===== config.mk =====
export PLATFORM = sky130hd
export DESIGN_NAME = uart_tx_fifo
export DESIGN_NICKNAME = d
export VERILOG_FILES = /design/src/rtl/uart_tx_fifo_pkg.sv /design/src/rtl/uart_tx_fifo_fifo.sv /design/src/rtl/uart_tx_fifo.sv
export SDC_FILE = /design/constraint.sdc
export NUM_CORES = 1
export LEC_CHECK = 0
export ABC_CLOCK_PERIOD_IN_PS = 4190
export CORE_ASPECT_RATIO = 0.6
export CORE_MARGIN = 4
export CORE_UTILIZATION = 38
export CTS_CLUSTER_DIAMETER = 120
export CTS_CLUSTER_SIZE = 16
export DETAILED_ROUTE_END_ITERATION = 8
export DONT_BUFFER_PORTS = 1
export PLACE_DENSITY_LB_ADDON = 0.2
export SYNTH_ARGS = -nofsm -noshare
export SYNTH_HDL_FRONTEND = slang
export SYNTH_SLANG_ARGS = --single-unit

===== constraint.sdc =====
create_clock -name clk -period 4.19 [get_ports clk]
set_clock_uncertainty 0.2 [all_clocks]
set_input_delay 0.6285 -clock clk [delete_from_list [all_inputs] [get_ports clk]]
set_output_delay 0.6285 -clock clk [all_outputs]
set_load 0.005 [all_outputs]

===== src/rtl/uart_tx_fifo_pkg.sv =====
`default_nettype none
// ============================================================================
//  Module      : uart_pkg
//  Description : Shared constants, FSM state encoding and frame-length helper
//                for the UART transmit pacing FIFO.
//  Revision    : 1.0 - initial release
// ============================================================================
package uart_pkg;

    localparam int BYTE_W     = 8;
    localparam int FRAME_BITS = 10;

    typedef enum logic [1:0] {
        IDLE = 2'd0,
        SEND = 2'd1,
        WAIT = 2'd2
    } state_e;

    // Clock cycles from one transmitter strobe to the next, idle gap included.
    function automatic int frame_cycles(input int freq, input int rate, input int gap_bits);
        return (freq / rate) * (FRAME_BITS + gap_bits);
    endfunction

endpackage
`default_nettype wire


===== src/rtl/uart_tx_fifo_fifo.sv =====
`default_nettype none
// ============================================================================
//  Module      : sync_fifo
//  Description : Single-clock circular FIFO with registered occupancy count;
//                writes into a full FIFO are dropped and flagged on drop_o.
//  Revision    : 1.0 - initial release
// ============================================================================
module sync_fifo #(
    parameter int WIDTH = 8,
    parameter int DEPTH = 16
) (
    input  logic                     clk,
    input  logic                     rst,
    input  logic                     push_i,
    input  logic                     pop_i,
    input  logic [WIDTH-1:0]         wdata_i,
    output logic [WIDTH-1:0]         rdata_o,
    output logic                     full_o,
    output logic                     empty_o,
    output logic                     drop_o,
    output logic [$clog2(DEPTH):0]   count_o
);

    localparam int              AW      = $clog2(DEPTH);
    localparam logic [AW-1:0]   C_P_ONE = AW'(1);
    localparam logic [AW:0]     C_C_ONE = (AW+1)'(1);
    localparam logic [AW:0]     C_FULL  = (AW+1)'(DEPTH);

    logic [WIDTH-1:0] mem_q [DEPTH];
    logic [AW-1:0]    wr_ptr_q, wr_ptr_d;
    logic [AW-1:0]    rd_ptr_q, rd_ptr_d;
    logic [AW:0]      count_q,  count_d;
    logic             w_do_push;
    logic             w_do_pop;

    assign full_o    = (count_q == C_FULL);
    assign empty_o   = (count_q == '0);
    assign count_o   = count_q;
    assign rdata_o   = mem_q[rd_ptr_q];
    // A full FIFO never takes a write, even if a pop frees a slot this cycle.
    assign w_do_push = push_i & ~full_o;
    assign w_do_pop  = pop_i & ~empty_o;
    assign drop_o    = push_i & full_o;

    always_comb begin
        wr_ptr_d = wr_ptr_q;
        rd_ptr_d = rd_ptr_q;
        count_d  = count_q;
        if (w_do_push) begin
            wr_ptr_d = wr_ptr_q + C_P_ONE;
        end
        if (w_do_pop) begin
            rd_ptr_d = rd_ptr_q + C_P_ONE;
        end
        case ({w_do_push, w_do_pop})
            2'b10:   count_d = count_q + C_C_ONE;
            2'b01:   count_d = count_q - C_C_ONE;
            default: count_d = count_q;
        endcase
    end

    always_ff @(posedge clk) begin
        if (rst) begin
            wr_ptr_q <= '0;
            rd_ptr_q <= '0;
            count_q  <= '0;
        end else begin
            wr_ptr_q <= wr_ptr_d;
            rd_ptr_q <= rd_ptr_d;
            count_q  <= count_d;
        end
    end

    always_ff @(posedge clk) begin
        if (!rst && w_do_push) begin
            mem_q[wr_ptr_q] <= wdata_i;
        end
    end

endmodule
`default_nettype wire


===== src/rtl/uart_tx_fifo.sv =====
`default_nettype none
// ============================================================================
//  Module      : uart_tx_fifo
//  Description : Buffers byte strobes and re-issues them to a UART transmitter
//                as single-cycle strobes spaced exactly one frame apart.
//  Revision    : 1.0 - initial release
// ============================================================================
module uart_tx_fifo
    import uart_pkg::*;
#(
    parameter int FREQ     = 50_000_000,
    parameter int RATE     = 2_000_000,
    parameter int DEPTH    = 16,
    parameter int GAP_BITS = 1
) (
    input  logic                     clk,
    input  logic                     rst,
    input  logic [7:0]               i_data,
    input  logic                     i_vld,
    output logic [7:0]               o_data,
    output logic                     o_vld,
    output logic                     o_full,
    output logic                     o_empty,
    output logic                     o_ovf,
    output logic [$clog2(DEPTH):0]   o_count
);

    localparam int                FRAME    = frame_cycles(FREQ, RATE, GAP_BITS);
    localparam int                CNT_W    = $clog2(FRAME);
    localparam logic [CNT_W-1:0]  C_RELOAD = CNT_W'(FRAME - 2);
    localparam logic [CNT_W-1:0]  C_ONE    = CNT_W'(1);
    localparam logic [1:0]        ST_IDLE  = IDLE;
    localparam logic [1:0]        ST_SEND  = SEND;
    localparam logic [1:0]        ST_WAIT  = WAIT;

    logic [1:0]         state_q, state_d;
    logic [CNT_W-1:0]   cnt_q,   cnt_d;
    logic               vld_q,   vld_d;
    logic [BYTE_W-1:0]  data_q,  data_d;
    logic               ovf_q,   ovf_d;
    logic               w_launch;
    logic               w_pop;
    logic               w_drop;
    logic [BYTE_W-1:0]  w_rdata;
    logic               w_empty;

    sync_fifo #(
        .WIDTH (BYTE_W),
        .DEPTH (DEPTH)
    ) u_fifo (
        .clk     (clk),
        .rst     (rst),
        .push_i  (i_vld),
        .pop_i   (w_pop),
        .wdata_i (i_data),
        .rdata_o (w_rdata),
        .full_o  (o_full),
        .empty_o (w_empty),
        .drop_o  (w_drop),
        .count_o (o_count)
    );

    // The pop and the output strobe are committed on the edge that enters
    // SEND, so o_vld is high for exactly the cycles spent in SEND.
    always_comb begin
        state_d  = state_q;
        cnt_d    = cnt_q;
        data_d   = data_q;
        vld_d    = 1'b0;
        w_launch = 1'b0;
        case (state_q)
            ST_IDLE: begin
                if (!w_empty) begin
                    w_launch = 1'b1;
                end
            end
            ST_SEND: begin
                cnt_d   = C_RELOAD;
                state_d = ST_WAIT;
            end
            ST_WAIT: begin
                if (cnt_q == '0) begin
                    if (!w_empty) begin
                        w_launch = 1'b1;
                    end else begin
                        state_d = ST_IDLE;
                    end
                end else begin
                    cnt_d = cnt_q - C_ONE;
                end
            end
            default: state_d = ST_IDLE;
        endcase
        if (w_launch) begin
            vld_d   = 1'b1;
            data_d  = w_rdata;
            state_d = ST_SEND;
        end
        ovf_d = ovf_q | w_drop;
    end

    assign w_pop = w_launch;

    always_ff @(posedge clk) begin
        if (rst) begin
            state_q <= ST_IDLE;
            cnt_q   <= '0;
            vld_q   <= 1'b0;
            data_q  <= '0;
            ovf_q   <= 1'b0;
        end else begin
            state_q <= state_d;
            cnt_q   <= cnt_d;
            vld_q   <= vld_d;
            data_q  <= data_d;
            ovf_q   <= ovf_d;
        end
    end

    assign o_vld   = vld_q;
    assign o_data  = data_q;
    assign o_ovf   = ovf_q;
    assign o_empty = w_empty;

endmodule
`default_nettype wire


==> flow_summary.yaml <==
critical_path:
  worstSetupEndpointType: "flop"
  worstPathArrival_ns: 3.55
  worst-r2r-setup-slack_ns: 0.75
  timing.rr.end: "u_fifo.count_o[4]"
  reg2reg_depth: 14
  startpoint_type: "flop"
  regToRegStartpoint: "cnt_q[0]"
  cp.required_ns: 4.30
  crit_path_max_fanout: 10
  worstSetupPathType: "reg -> reg"
power:
  powerDensity_nw_per_um2: 601
  p_leak_uw: 0.00236
  irDropWorstVdd_mv: 0.321
cts:
  root_buffer: "clkbuf_16"
  cts.sinks: 162
  clock_latency_ns: 0.42
  clk_pin_slew_ns: 0.07
  postCtsSetupBuffers: 0
  cts_tree: "built"
  numCtsBuffers: 17
  cts_hold_buf: 0
  cts.htree.levels: 4
  clock_path_buffers: 2
  cts_resized: 0
logic_synthesis:
  synth-edff-count: 128
  yosysUniqueCellTypes: 49
  synthSimpleGateAreaFrac_pct: 7.04
  ys.flop_type: "edfxtp_1"
  synth_nets: 425
  synth_top_area_share_pct: 58.5
  synth_xor_area_share_pct: 1.73
  synth_mux_area_share_pct: 12.0
  ys_ff_latch: 162
  syn_area_um2: 6570
  yosys.area_share.adder_pct: 2.09
  synth_top_family_by_area: "multiplexers"
  synth_compound_area_share_pct: 6.42
  seq_area_frac_synth_pct: 68.8
  yosysWarnings: 0
  synth_top_area_cell: "edfxtp_1"
  postSynthCellCount: 403
  syn_area_per_cell_um2: 16.3
  yosys-top-cells-area: "edfxtp_1 (58%), mux4_2 (11%), dfxtp_1 (10%)"
  synth-async-reset-ratio_pct: 0
routing:
  dr.pass1.iters: 5
  drt-initial-drc-count: 417
  vias: 3416
  drc_errors: 0
  drt-wirelength-per-cell_um: 21.2
  drt-total-wl_um: 13700
  ant_nets: 0
  viasPerCell: 5.28
timing:
  rsz0062_at_grt: "no"
  max_slew_margin_pct: 32.8
  hold_viol_final: 0
  fin_crit_ns: 3.44
  setup_tns_ns: 0
  finalSetupViolations: 0
  maxSlewViolCount: 0
  fin_crit_sh_pct: 82.0
  tightest_slew_ns: 1.00
  fmax_mhz: 291
global_route:
  grt-ovfl-total: 0
  antenna_found_initial: 0
  grt_pass1_wl_um: 21200
  grt_pass1_vias: 3475
  grt_max_degree: 41
  grt_usage_pct: 15.2
layout:
  post_route_cells_drive_above_1_share_pct: 21.2
  area_growth_pct: 12.1
  final_area_um2: 7370
  n_fill_cell: 1498
  diodes: 0
  finalNonFillerCells: 647
  nets: 428
run_status:
  outcome: "complete, no violations"
placement:
  place.gp.congestion: 0.762
  place_inst: 615
  dp.final_hpwl_um: 9110
  place_area_um2: 6800
  portBuffers: 0
die:
  die_area_um2: 19500
  start_util_pct: 39.7
  die_h_um: 110
  io_pins: 28
  core_area_um2: 16600
  row_count: 36
  die_w_um: 178
hold_path:
  hold_start: "rst"
  hold_class: "in -> reg"
  hold_path_end: "u_fifo.wr_ptr_q[2]"
  min_path_cells: 1
flow_run:
  drv_cap: 0
worst max-delay path by stage:
| stage | start | endpoint | slack [ns] |
|---|---|---|---|
| 6_report | cnt_q[0] | u_fifo.count_o[4] | 0.75 |
| 5_1_grt | cnt_q[1] | u_fifo.count_o[4] | 0.58 |
| 4_1_cts | cnt_q[0] | u_fifo.count_o[4] | 0.77 |
| 3_5_place_dp | cnt_q[0] | u_fifo.count_o[4] | 0.80 |
| 3_3_place_gp | cnt_q[0] | u_fifo.count_o[4] | 0.88 |
| 2_1_floorplan | cnt_q[0] | u_fifo.count_o[4] | 0.80 |
synth_stat cells, types with 4 or more instances:
| cell type | instances |
|---|---|
| buf_2 | 5 |
| a21oi_1 | 9 |
| nor2b_1 | 4 |
| ha_1 | 11 |
| a21o_1 | 9 |
| xor2_1 | 10 |
| mux4_2 | 32 |
| edfxtp_1 | 128 |
| inv_1 | 8 |
| nor2_1 | 43 |
| nor3_1 | 5 |
| a21oi_2 | 7 |
| clkbuf_1 | 10 |
| a22oi_1 | 17 |
| dfxtp_1 | 34 |
| nand2_1 | 19 |
power breakdown:
part / total (uW) / internal [uW] / switching, uW
Combinational: 954 / 441 / 513
Sequential: 1970 / 1840 / 137
Clock: 1500 / 834 / 667
cell families after synthesis:
kind of cell	after synthesis
xor+xnor	13
compound gates	56
simple gates	95
fa+ha+maj	11
flops	162
buf+inv	28
mux	38
stage by stage:
stage	hold slack (ns)	utilization, %	total power (uW)	setup WS, ns
floorplan	0.253	-	2740	0.796
global placement	0.271	41.0	2950	0.877
detailed placement	0.274	41.0	2960	0.797
CTS	0.0643	44.5	4460	0.770
global route	0.0768	44.5	4670	0.580
finish	0.0968	44.5	4430	0.753
layer usage:
layer / GRT usage (%) / wire (um) / part of all wire [%]
met1: 23.6 / 7030 / 51
met2: 20.3 / 5710 / 42
met3: 4.26 / 862 / 6.3
met4: 4.85 / 123 / 0.90
met5: 0 / 0 / 0
registers in the layout (all words and copies together), names as in the netlist:
signal	cells
o_vld	1
u_fifo.rd_ptr_q	4
cnt_q	9
u_fifo.wr_ptr_q	4
u_fifo.count_o	5
u_fifo.mem_q	128
state_q	2
o_ovf	1
o_data	8
cell type report:
cell class                      count  area (um2)  share of cell area [%]
Sequential cell                   162        4530                    61.4
Clock buffer                       17         425                    5.77
Multi-Input combinational cell    213        1930                    26.1
Inverter                            8        30.0                   0.407
Tap cell                          228         285                    3.87
Timing Repair Buffer                4        30.0                   0.407
Clock inverter                     15         149                    2.02
critical path: stages (launching register included):
cell and delay, ns:
dfxtp_1 0.35, inv_1 0.09, ha_1 0.15, or4b_4 0.50, o21ai_4 0.19, nand2_2 0.07, inv_1 0.10, ha_1 0.37
xor2_1 0.18, ha_1 0.20, nor2_1 0.06, nor3b_1 0.19, o21ai_0 0.13, a31oi_1 0.21, mux2_2 0.35
cells in the final DEF, fill, tap and decap left out, types with 3 or more instances in the layout:
cell type	count
mux4_2	32
a21oi_1	9
a21oi_2	7
nor2_1	43
and2_1	3
ha_1	11
xnor2_1	3
buf_4	4
nor2b_1	4
a21o_1	9
xor2_1	10
nand2_1	19
nand3b_1	3
edfxtp_1	128
inv_6	5
dfxtp_1	33
mux2_2	3
clkbuf_16	17
inv_1	8
clkinv_4	5
nor3_1	5
nand2b_1	3
a22oi_1	17
No activity file was read; power rests on OpenSTA's default activity.
